**src/rtl/ama_riscv_imm_enc_pkg.sv**
```systemverilog
// Shared immediate-type select codes and the format-specific field scatter
// used by the immediate encoder pipeline.
package ama_riscv_imm_enc_pkg;

  localparam logic [3:0] IG_DISABLED = 4'd0;
  localparam logic [3:0] IG_I_TYPE   = 4'd1;
  localparam logic [3:0] IG_S_TYPE   = 4'd2;
  localparam logic [3:0] IG_B_TYPE   = 4'd3;
  localparam logic [3:0] IG_J_TYPE   = 4'd4;
  localparam logic [3:0] IG_U_TYPE   = 4'd5;

  typedef struct packed {
    logic [3:0]  sel;
    logic [31:0] imm;
    logic [31:0] inst;
  } imm_enc_beat_t;

  // Scatter the immediate into the template; unknown selects leave it intact.
  function automatic logic [31:0] imm_encode(
    input logic [3:0]  sel,
    input logic [31:0] imm,
    input logic [31:0] inst
  );
    logic [31:0] r;
    r = inst;
    case (sel)
      IG_I_TYPE: begin
        r[31:20] = imm[11:0];
      end
      IG_S_TYPE: begin
        r[31:25] = imm[11:5];
        r[11:7]  = imm[4:0];
      end
      IG_B_TYPE: begin
        r[31]    = imm[12];
        r[30:25] = imm[10:5];
        r[11:8]  = imm[4:1];
        r[7]     = imm[11];
      end
      IG_J_TYPE: begin
        r[31]    = imm[20];
        r[30:21] = imm[10:1];
        r[20]    = imm[11];
        r[19:12] = imm[19:12];
      end
      IG_U_TYPE: begin
        r[31:12] = imm[31:12];
      end
      default: begin
        r = inst;
      end
    endcase
    return r;
  endfunction

endpackage

```
**src/rtl/ama_riscv_imm_enc_chk.sv**
```systemverilog
// Range check: flags immediates the selected format cannot represent,
// and any select value that is not a known format.
module ama_riscv_imm_enc_chk
  import ama_riscv_imm_enc_pkg::*;
(
  input  logic [3:0]  sel,
  input  logic [31:0] imm,
  output logic        err
);

  logic ext_11_ok;
  logic ext_12_ok;
  logic ext_20_ok;

  // Upper bits must all be sign copies of the top encodable bit.
  assign ext_11_ok = (&imm[31:11]) || !(|imm[31:11]);
  assign ext_12_ok = (&imm[31:12]) || !(|imm[31:12]);
  assign ext_20_ok = (&imm[31:20]) || !(|imm[31:20]);

  always_comb begin
    err = 1'b1;
    case (sel)
      IG_I_TYPE, IG_S_TYPE: err = !ext_11_ok;
      IG_B_TYPE:            err = !ext_12_ok || imm[0];
      IG_J_TYPE:            err = !ext_20_ok || imm[0];
      IG_U_TYPE:            err = |imm[11:0];
      default:              err = 1'b1;
    endcase
  end

endmodule

```
**src/rtl/ama_riscv_imm_enc.sv**
```systemverilog
// Two-stage valid/ready immediate encoder: S1 captures the request, S2 holds
// the encoded instruction and error flag; errored deliveries are counted.
module ama_riscv_imm_enc
  import ama_riscv_imm_enc_pkg::*;
#(
  parameter int CNT_W = 16
) (
  input  logic             clk,
  input  logic             rst,
  input  logic             in_valid,
  output logic             in_ready,
  input  logic [3:0]       in_sel,
  input  logic [31:0]      in_imm,
  input  logic [31:0]      in_inst,
  output logic             out_valid,
  input  logic             out_ready,
  output logic [31:0]      out_inst,
  output logic             out_err,
  input  logic             clr_cnt,
  output logic [CNT_W-1:0] err_cnt
);

  imm_enc_beat_t    s1_reg;
  logic             s1_valid_reg;
  logic             s2_valid_reg;
  logic [31:0]      s2_inst_reg;
  logic             s2_err_reg;
  logic [CNT_W-1:0] cnt_reg;

  logic             s2_load;
  logic [31:0]      enc_inst;
  logic             chk_err;

  // S2 frees up when empty or being drained; S1 moves whenever S2 loads.
  assign s2_load  = !s2_valid_reg || out_ready;
  assign in_ready = !s1_valid_reg || s2_load;

  assign enc_inst = imm_encode(s1_reg.sel, s1_reg.imm, s1_reg.inst);

  ama_riscv_imm_enc_chk u_chk (
    .sel (s1_reg.sel),
    .imm (s1_reg.imm),
    .err (chk_err)
  );

  always_ff @(posedge clk or posedge rst) begin
    if (rst) begin
      s1_valid_reg <= 1'b0;
      s1_reg       <= '0;
    end else if (in_ready) begin
      s1_valid_reg <= in_valid;
      if (in_valid) begin
        s1_reg <= '{sel: in_sel, imm: in_imm, inst: in_inst};
      end
    end
  end

  // Data only updates on a real beat so an idle S2 keeps its last contents.
  always_ff @(posedge clk or posedge rst) begin
    if (rst) begin
      s2_valid_reg <= 1'b0;
      s2_inst_reg  <= '0;
      s2_err_reg   <= 1'b0;
    end else if (s2_load) begin
      s2_valid_reg <= s1_valid_reg;
      if (s1_valid_reg) begin
        s2_inst_reg <= enc_inst;
        s2_err_reg  <= chk_err;
      end
    end
  end

  always_ff @(posedge clk or posedge rst) begin
    if (rst) begin
      cnt_reg <= '0;
    end else if (clr_cnt) begin
      cnt_reg <= '0;
    end else if (s2_valid_reg && out_ready && s2_err_reg &&
                 (cnt_reg != {CNT_W{1'b1}})) begin
      cnt_reg <= cnt_reg + 1'b1;
    end
  end

  assign out_valid = s2_valid_reg;
  assign out_inst  = s2_inst_reg;
  assign out_err   = s2_err_reg;
  assign err_cnt   = cnt_reg;

endmodule

```
**config.mk**
```make
export PLATFORM = sky130hd
export DESIGN_NAME = ama_riscv_imm_enc
export DESIGN_NICKNAME = d
export VERILOG_FILES = /design/src/rtl/ama_riscv_imm_enc_pkg.sv /design/src/rtl/ama_riscv_imm_enc_chk.sv /design/src/rtl/ama_riscv_imm_enc.sv
export SDC_FILE = /design/constraint.sdc
export NUM_CORES = 1
export LEC_CHECK = 0
export CORE_MARGIN = 10
export CORE_UTILIZATION = 59
export CTS_BUF_LIST = sky130_fd_sc_hd__clkbuf_4
export CTS_CLUSTER_DIAMETER = 30
export DETAILED_ROUTE_END_ITERATION = 10
export DONT_BUFFER_PORTS = 1
export HOLD_SLACK_MARGIN = 0.1
export PLACE_DENSITY = 0.8
export RECOVER_POWER = 50
export REMOVE_ABC_BUFFERS = 1
export SLEW_MARGIN = 0
export SYNTH_ARGS = -nofsm -noshare
export SYNTH_HDL_FRONTEND = slang
export SYNTH_SLANG_ARGS = --single-unit
```
**constraint.sdc**
```tcl
create_clock -name clk -period 4.8 [get_ports clk]
set_input_delay 1.44 -clock clk [delete_from_list [all_inputs] [get_ports clk]]
set_output_delay 1.44 -clock clk [all_outputs]
set_load 0.02 [all_outputs]
```
==> results.toml, run 1 <==
[grt]
first_global_vias = 3781
track_usage = 0.188
antenna_found_initial = 1
grt_max_degree = 69
overflow = 0
grt_pass1_wl_mm = 19.5

[floorplanning]
initial_core_util = 0.600
rows = 35
io_pins = 124
dieArea_sq_mm = 0.0135
core_area_sq_mm = 0.00911
die_w_um = 116
die_h_um = 116

[place]
hpwl_mm = 8.89
place_congestion = 0.871
numPortBuffers = 0

[timing]
finClkSkew_ps = 12.3
fmax_mhz = 310
final-max-slew-violation-count = 116
tns_ps = 0
finalSetupViolCount = 0
slew_headroom = -0.723
worst_pin_slew_ps = 2570
post-route-min-period_ps = 3220
hold_viol_final = 0
min_period_over_period = 0.671
rsz0062_at_grt = "no"

[synthesis]
ys.flop_type = "dfrtp_1"
synth_edf_count = 0
netlist_instances = 476
netlist_area_sq_mm = 0.00546
async_reset_ff_frac = 1.00
avgSynthCellArea_sq_um = 11.5
synth_warnings = 0
yosysSeqAreaShare = 0.545
ys_types = 49
ys_ff_latch = 119

[critical_path]
worstPathCellList = "nand3b_1"
worst_setup_path_start_kind = "input pin"
cp_slowest_stage_delay_ps = 340
worstPathMaxFanout = 4
cp.arrival_ps = 1780
critical_path_class = "input pin to output port"
r2r_slack_ps = 2340
crit_family = "simple AND/OR/NAND/NOR gates"
critPathCaptureType = "output port"
worstPathRequired_ps = 3360
rr_startpoint = "out_valid"
rr_worst_depth = 3
cpMaxStageDelayCell = "nand3b_1"
critical_path_buf_inv_count = 0
rr_endpoint = "out_inst[11]"

[clock_network]
clock-sinks = 119
cts_tree = "built"
postCtsHoldBufs = 0
cts_resized = 0
cts_made_buffers = 17
clock_latency_ps = 490
cts_root_buffer = "clkbuf_4"
clk_pin_slew_ps = 100
clockBufferDepth = 2
htree_levels = 4
cts_setup_buffers = 0

[flow_run]
maxCapViolCount = 2

[routing]
ant_nets = 0
drc_errors = 0
routedWlPerCell_um = 20.8
avgViaCountPerCell = 6.09
dr.pass1.iters = 4
vias = 3629
routed_wl_mm = 12.4
drt_iter0_drc = 218

[power]
total_power_uw = 2590
p_per_area_mw_per_mm2 = 446
vdd_drop_max_uv = 309
leakagePower_uw = 0.00242

[final_layout]
nets = 546
fin_util = 0.638
synthToLayoutAreaGrowth_pct = 6.32
drive_gt1_frac = 0.229
largest_reg_flops = 61
final_common_cell = "dfrtp_1"
final_cell_mix = "dfrtp_1, mux2_2, nand2_1"

[run_status]
outcome = "complete, but fails checks"
violations = "max-capacitance violations, max-slew violations"

[min_path]
min_to = "out_inst[2]"
hold_class = "flip-flop to flip-flop"
hp-start = "enc_inst[2]"
hold_depth = 2
[worst max-delay path by stage]
stage                     slack (ps)           to  cells after the start  startpoint
after floorplan                  200  enc_inst[0]                      1         rst
final                           1580     in_ready                      1   out_ready
after global placement          1600     in_ready                      1   out_ready
after CTS                       1580     in_ready                      1   out_ready
after detailed placement        1580     in_ready                      1   out_ready
after global routing            1560     in_ready                      1   out_ready
[cells by family after synthesis]
family | share of synthesized area
muxes | 0.177
and+or+nand+nor | 0.125
xor gates and xnor gates | 0.0241
DFF | 0.545
buffers and inverters | 0.0296
adders and majority gates | 0.00229
AOI/OAI and AO/OA | 0.0967
[per-stage QoR]
stage	std cells	worst slack (ps)	hold WS, ps	instance area, sq um
floorplan	449	203	433	5340
global placement	564	1600	441	5510
detailed placement	564	1580	451	5510
CTS	595	1580	468	5830
global route	596	1560	504	5810
finish	596	1580	473	5810
[layer usage]
| metal | vias to the layer above | part of all wire | GRT usage | wire, um |
|---|---|---|---|---|
| li1 | 1699 | - | - | - |
| met1 | 1820 | 0.38 | 0.201 | 4690 |
| met2 | 98 | 0.51 | 0.318 | 6340 |
| met3 | 12 | 0.098 | 0.0863 | 1220 |
| met4 | 0 | 0.012 | 0.0701 | 154 |
| met5 | - | 0 | 0 | 0 |
[power by group]
group | internal, uW | leakage [uW] | switching (uW)
Sequential | 1160 | 0.00144 | 247
Clock | 459 | 0.000175 | 350
Combinational | 186 | 0.000804 | 190
Total | 1800 | 0.00242 | 787
[area by class of cell]
class                   count  area, sq um
clock inverters            13          185
clock buffers              18          135
flip-flops and latches    119         2980
well taps                 111          139
multi-input cells         320         2300
fillers                   719         3300
diodes                      1         2.50
inverters                  10         38.8
repair buffers              4         30.0
[Yosys cell counts, types with 2 or more instances]
library cell,instances,share of area
dfrtp_1,119,0.55
mux2_2,69,0.14
nand2_1,53,0.036
o21ai_0,32,0.029
nor2_1,20,0.014
mux2i_1,19,0.035
o22ai_1,16,0.018
xnor2_1,15,0.024
buf_2,12,0.011
clkbuf_1,12,0.0082
a21oi_1,10,0.0092
inv_1,10,0.0069
nand4_1,10,0.011
nor3_1,9,0.0082
nand3_1,8,0.0073
nor4_1,8,0.0092
a211oi_1,7,0.0096
a2bb2oi_1,6,0.0096
nand2b_1,5,0.0057
nand3b_1,3,0.0041
and2_2,2,0.0027
buf_4,2,0.0027
o21a_1,2,0.0027
o221ai_1,2,0.0032
[worst register-to-register path: stages, from the launching register on]
cell and delay, ps:
dfrtp_1 530, nand2b_1 170, nand2_1 1230, o21ai_0 330
Power figures use the tool's default switching activity.
==> run 2: changes to the inputs <==
==> constraint.sdc (replaced) <==
create_clock -name clk -period 2.7 [get_ports clk]
set_input_delay 0.81 -clock clk [delete_from_list [all_inputs] [get_ports clk]]
set_output_delay 0.81 -clock clk [all_outputs]
set_load 0.02 [all_outputs]
==> results.toml, run 2 (synthesis results as in run 1) <==
[power]
p_seq_frac = 0.543
internal_power_uw = 3140
p_per_area_mw_per_mm2 = 785
vdd_drop_max_uv = 484
p_comb_frac = 0.146
p_sw_uw = 1470
swShare = 0.319
leakagePower_uw = 0.00244
power_frac_clock = 0.311

[critical_path]
critPathCaptureType = "output port"
worstPathRequired_ps = 1890
critical_path_class = "flip-flop to output port"
r2r_slack_ps = 550
cp.arrival_ps = 1380
worstPathMaxFanout = 5
worst_setup_path_start_kind = "flip-flop"
worstPathCellList = "nand3b_1"
cp_slowest_stage_delay_ps = 530
cpMaxStageDelayCell = "dfrtp_1"
critical_path_buf_inv_count = 0
crit_family = "flip-flops"

[timing]
fmax_mhz = 456
finClkSkew_ps = 16.2
hold_viol_final = 0
rsz0062_at_grt = "no"
slew_headroom = -0.286
post-route-min-period_ps = 2190
worst_pin_slew_ps = 1920
final-max-slew-violation-count = 43
finalSetupViolCount = 0
min_period_over_period = 0.812

[clock_network]
cts_made_buffers = 17
clock_latency_ps = 510
postCtsHoldBufs = 0
clockBufferDepth = 2
clk_pin_slew_ps = 110
cts_root_buffer = "clkbuf_4"
htree_levels = 4
cts_setup_buffers = 0
cts_resized = 0
cts_tree = "built"
clock-sinks = 119

[final_layout]
final_common_cell = "dfrtp_1"
fin_area_sq_mm = 0.00587
multi_input_area_sq_mm = 0.00230
drive_gt1_frac = 0.236
nets = 549
synthToLayoutAreaGrowth_pct = 7.49
largest_reg_flops = 61
ff_latch_area_sq_mm = 0.00298
final_cell_mix = "dfrtp_1, mux2_2, nand2_1"
instances_no_fill = 601
nFillCells = 702

[floorplanning]
die_w_um = 116
rows = 35
core_area_sq_mm = 0.00911
dieArea_sq_mm = 0.0135
io_pins = 124
initial_core_util = 0.600
die_h_um = 116

[grt]
grt_pass1_wl_mm = 20.1
overflow = 0
antenna_found_initial = 2
grt_max_degree = 60
track_usage = 0.194
first_global_vias = 3802

[routing]
avgViaCountPerCell = 6.10
dr.pass1.iters = 5
drt_iter0_drc = 288
routed_wl_mm = 12.6
ant_nets = 0
vias = 3666
drc_errors = 0
routedWlPerCell_um = 20.9

[min_path]
hold_class = "input pin to flip-flop"

[place]
dpl_cell_area_sq_mm = 0.00557
place_congestion = 0.862
dp.cells = 567
numPortBuffers = 0
hpwl_mm = 9.18

[run_status]
outcome = "complete, but fails checks"
violations = "max-capacitance violations, max-slew violations"

[flow_run]
maxCapViolCount = 1
-- run 2: changes by cell type in the layout (fill, tap and decap cells not counted), moves of 2 or more --
| cell | delta |
|---|---|
| clkinv_1 | -2 |
| buf_12 | +3 |
| clkinv_4 | +2 |
| clkinv_2 | -3 |
| clkinvlp_4 | +3 |
| inv_6 | +3 |
-- run 2: path summary, 6_finish.rpt --
path                              from           to  cells after the start
min reg2reg                enc_inst[6]  out_inst[6]                      2
min in group asynchronous          rst  err_cnt[12]                      1
max reg2reg                  out_valid   s1_reg[12]                      4
max in group asynchronous          rst  err_cnt[13]                      2
min                            clr_cnt   err_cnt[5]                      1
max                          out_valid     in_ready                      1
-- run 2: metrics by stage --
step | hold slack (ps) | util | setup WS (ps) | setup TNS (ps) | power (uW)
after floorplan | 433 | - | -1270 | -184550 | 2990
after global placement | 445 | 0.612 | 429 | 0 | 3170
after detailed placement | 452 | 0.612 | 404 | 0 | 3220
after CTS | 193 | 0.648 | 448 | 0 | 4650
after global routing | 287 | 0.644 | 380 | 0 | 4870
final | 352 | 0.645 | 509 | 0 | 4610
-- run 2: per-layer routing --
metal / part of all wire / global-route usage / vias to the layer above
li1: - / - / 1716
met1: 0.36 / 0.196 / 1820
met2: 0.52 / 0.334 / 114
met3: 0.11 / 0.103 / 16
met4: 0.016 / 0.0676 / 0
met5: 0 / 0 / -
-- run 2: cell type report --
| type | instances | share of cell area |
|---|---|---|
| clock inverter | 15 | 0.0339 |
| multi-input combinational | 320 | 0.391 |
| antenna | 2 | 0.000853 |
| clock buffer | 17 | 0.0217 |
| inverter | 10 | 0.00661 |
| tap | 111 | 0.0237 |
| sequential | 119 | 0.507 |
| timing repair buffer | 7 | 0.0149 |
-- run 2: worst reg2reg max path, delay by kind of cell (launching register included) --
kind,cells,cell delay (ps)
simple gates,2,870
flops,1,530
mux,1,390
buf+inv,1,270
-- run 2: power groups by stage --
stage                     registers, uW  logic, uW  clock network [uW]
after global routing               2550        757                1570
after detailed placement           2540        677                   0
after CTS                          2510        681                1470
final                              2500        673                1430
after floorplan                    2450        542                   0
after global placement             2530        646                   0
==> run 3: changes to the inputs <==
==> constraint.sdc (replaced) <==
create_clock -name clk -period 2 [get_ports clk]
set_input_delay 0.6 -clock clk [delete_from_list [all_inputs] [get_ports clk]]
set_output_delay 0.6 -clock clk [all_outputs]
set_load 0.02 [all_outputs]
==> results.toml, run 3 (synthesis results as in run 1) <==
[power]
leakagePower_uw = 0.00250
power_frac_clock = 0.290
p_comb_frac = 0.160
swShare = 0.314
p_seq_frac = 0.550
total_power_uw = 6120
p_per_area_mw_per_mm2 = 1020
internal_power_uw = 4200
vdd_drop_max_uv = 593
p_sw_uw = 1920

[critical_path]
worstPathMaxFanout = 5
crit_family = "flip-flops"
worstPathRequired_ps = 1400
critical_path_buf_inv_count = 1
cpMaxStageDelayCell = "dfrtp_2"
cp_slowest_stage_delay_ps = 490
worst_setup_path_start_kind = "flip-flop"
cp.arrival_ps = 1310
critical_path_class = "flip-flop to output port"
critPathCaptureType = "output port"
worstPathCellList = "nand3b_1 -> buf_6"

[grt]
grt_pass1_wl_mm = 20.4
busiest_layer = "met2"
gr-usage-met3 = 0.0986
grt_max_degree = 59
overflow = 0
track_usage = 0.193
grt_use_met2 = 0.327
met1_usage = 0.201
first_global_vias = 3935
antenna_found_initial = 2

[routing]
drc_errors = 0
routedWlPerCell_um = 20.7
dr.pass1.iters = 4
ant_nets = 0
routed_wl_mm = 12.7
avgViaCountPerCell = 6.08
drt_iter0_drc = 239
vias = 3723

[clock_network]
htree_levels = 4
clock-sinks = 119
cts_tree = "built"
cts_setup_buffers = 0
cts_root_buffer = "clkbuf_4"
clock_latency_ps = 500
cts_made_buffers = 17
clk_pin_slew_ps = 100
clockBufferDepth = 2

[timing]
final-max-slew-violation-count = 0
post-route-min-period_ps = 1910
min_period_over_period = 0.955
finClkSkew_ps = 12.8
finalSetupViolCount = 0
worst_hold_slack_ps = 149
hold_viol_final = 0
worst_pin_slew_ps = 518
fmax_mhz = 524
rsz0062_at_grt = "yes"
slew_headroom = 0.655

[flow_run]
maxCapViolCount = 0

[place]
hpwl_mm = 9.38
place_congestion = 0.917
dpl_cell_area_sq_mm = 0.00566
numPortBuffers = 0

[final_layout]
drive_gt1_frac = 0.264
final_common_cell = "dfrtp_1"
largest_reg_flops = 61
fin_area_sq_mm = 0.00598
nets = 561
nFillCells = 705
final_cell_mix = "dfrtp_1, mux2_2, nand2_1"
synthToLayoutAreaGrowth_pct = 9.55

[run_status]
outcome = "completed"

[floorplanning]
core_area_sq_mm = 0.00911
die_w_um = 116
dieArea_sq_mm = 0.0135
rows = 35
io_pins = 124
die_h_um = 116
initial_core_util = 0.600

[min_path]
hold_class = "input pin to flip-flop"
-- run 3: metal layers --
layer / routed length, um / part of all wire / vias to the layer above
met5: 0 / 0 / -
met4: 241 / 0.019 / 0
met3: 1350 / 0.11 / 19
met2: 6410 / 0.51 / 117
met1: 4650 / 0.37 / 1850
li1: - / - / 1737
-- run 3: power by group through the flow --
stage               logic [uW]  registers [uW]  clock network (uW)
CTS                        984            3370                1820
floorplan                  731            3310                   0
finish                     979            3370                1770
detailed placement         976            3420                   0
global placement           932            3390                   0
global route              1090            3430                1940
-- run 3: per-stage QoR --
| step | TNS, ps | cells | worst slack (ps) | utilization |
|---|---|---|---|---|
| after floorplan | -276180 | 449 | -1760 | - |
| after global placement | 0 | 577 | 308 | 0.622 |
| after detailed placement | 0 | 577 | 263 | 0.622 |
| after CTS | 0 | 610 | 38.4 | 0.655 |
| after global routing | -5.30 | 612 | -5.30 | 0.657 |
| final | 0 | 612 | 91.0 | 0.657 |
-- run 3: path summary, 6_finish.rpt --
kind                        startpoint     endpoint  slack [ps]  depth (start not counted)
setup / recovery             out_valid     in_ready          90                          2
hold / removal                 clr_cnt   err_cnt[8]         150                          1
setup reg to reg            s1_reg[66]      out_err         200                          6
hold reg to reg            enc_inst[1]  out_inst[1]         470                          2
max in group asynchronous          rst   s1_reg[14]         750                          3
min in group asynchronous          rst  err_cnt[15]         590                          2
-- run 3: what timing repair did --
item,in CTS,in global routing
pin swaps,0,1
endpoints found under the setup margin,1,1
endpoints found under the hold margin,32,2
hold buffers,1,1
resized for setup,1,1
-- run 3: final cells by class --
class / count / area [sq um] / share of cell area
timing repair buffer: 19 / 201 / 0.0337
multi-input combinational: 320 / 2330 / 0.389
inverter: 10 / 40.0 / 0.00669
clock buffer: 22 / 165 / 0.0276
tap: 111 / 139 / 0.0232
sequential: 119 / 2980 / 0.498
antenna: 1 / 2.50 / 0.000418
clock inverter: 10 / 129 / 0.0215
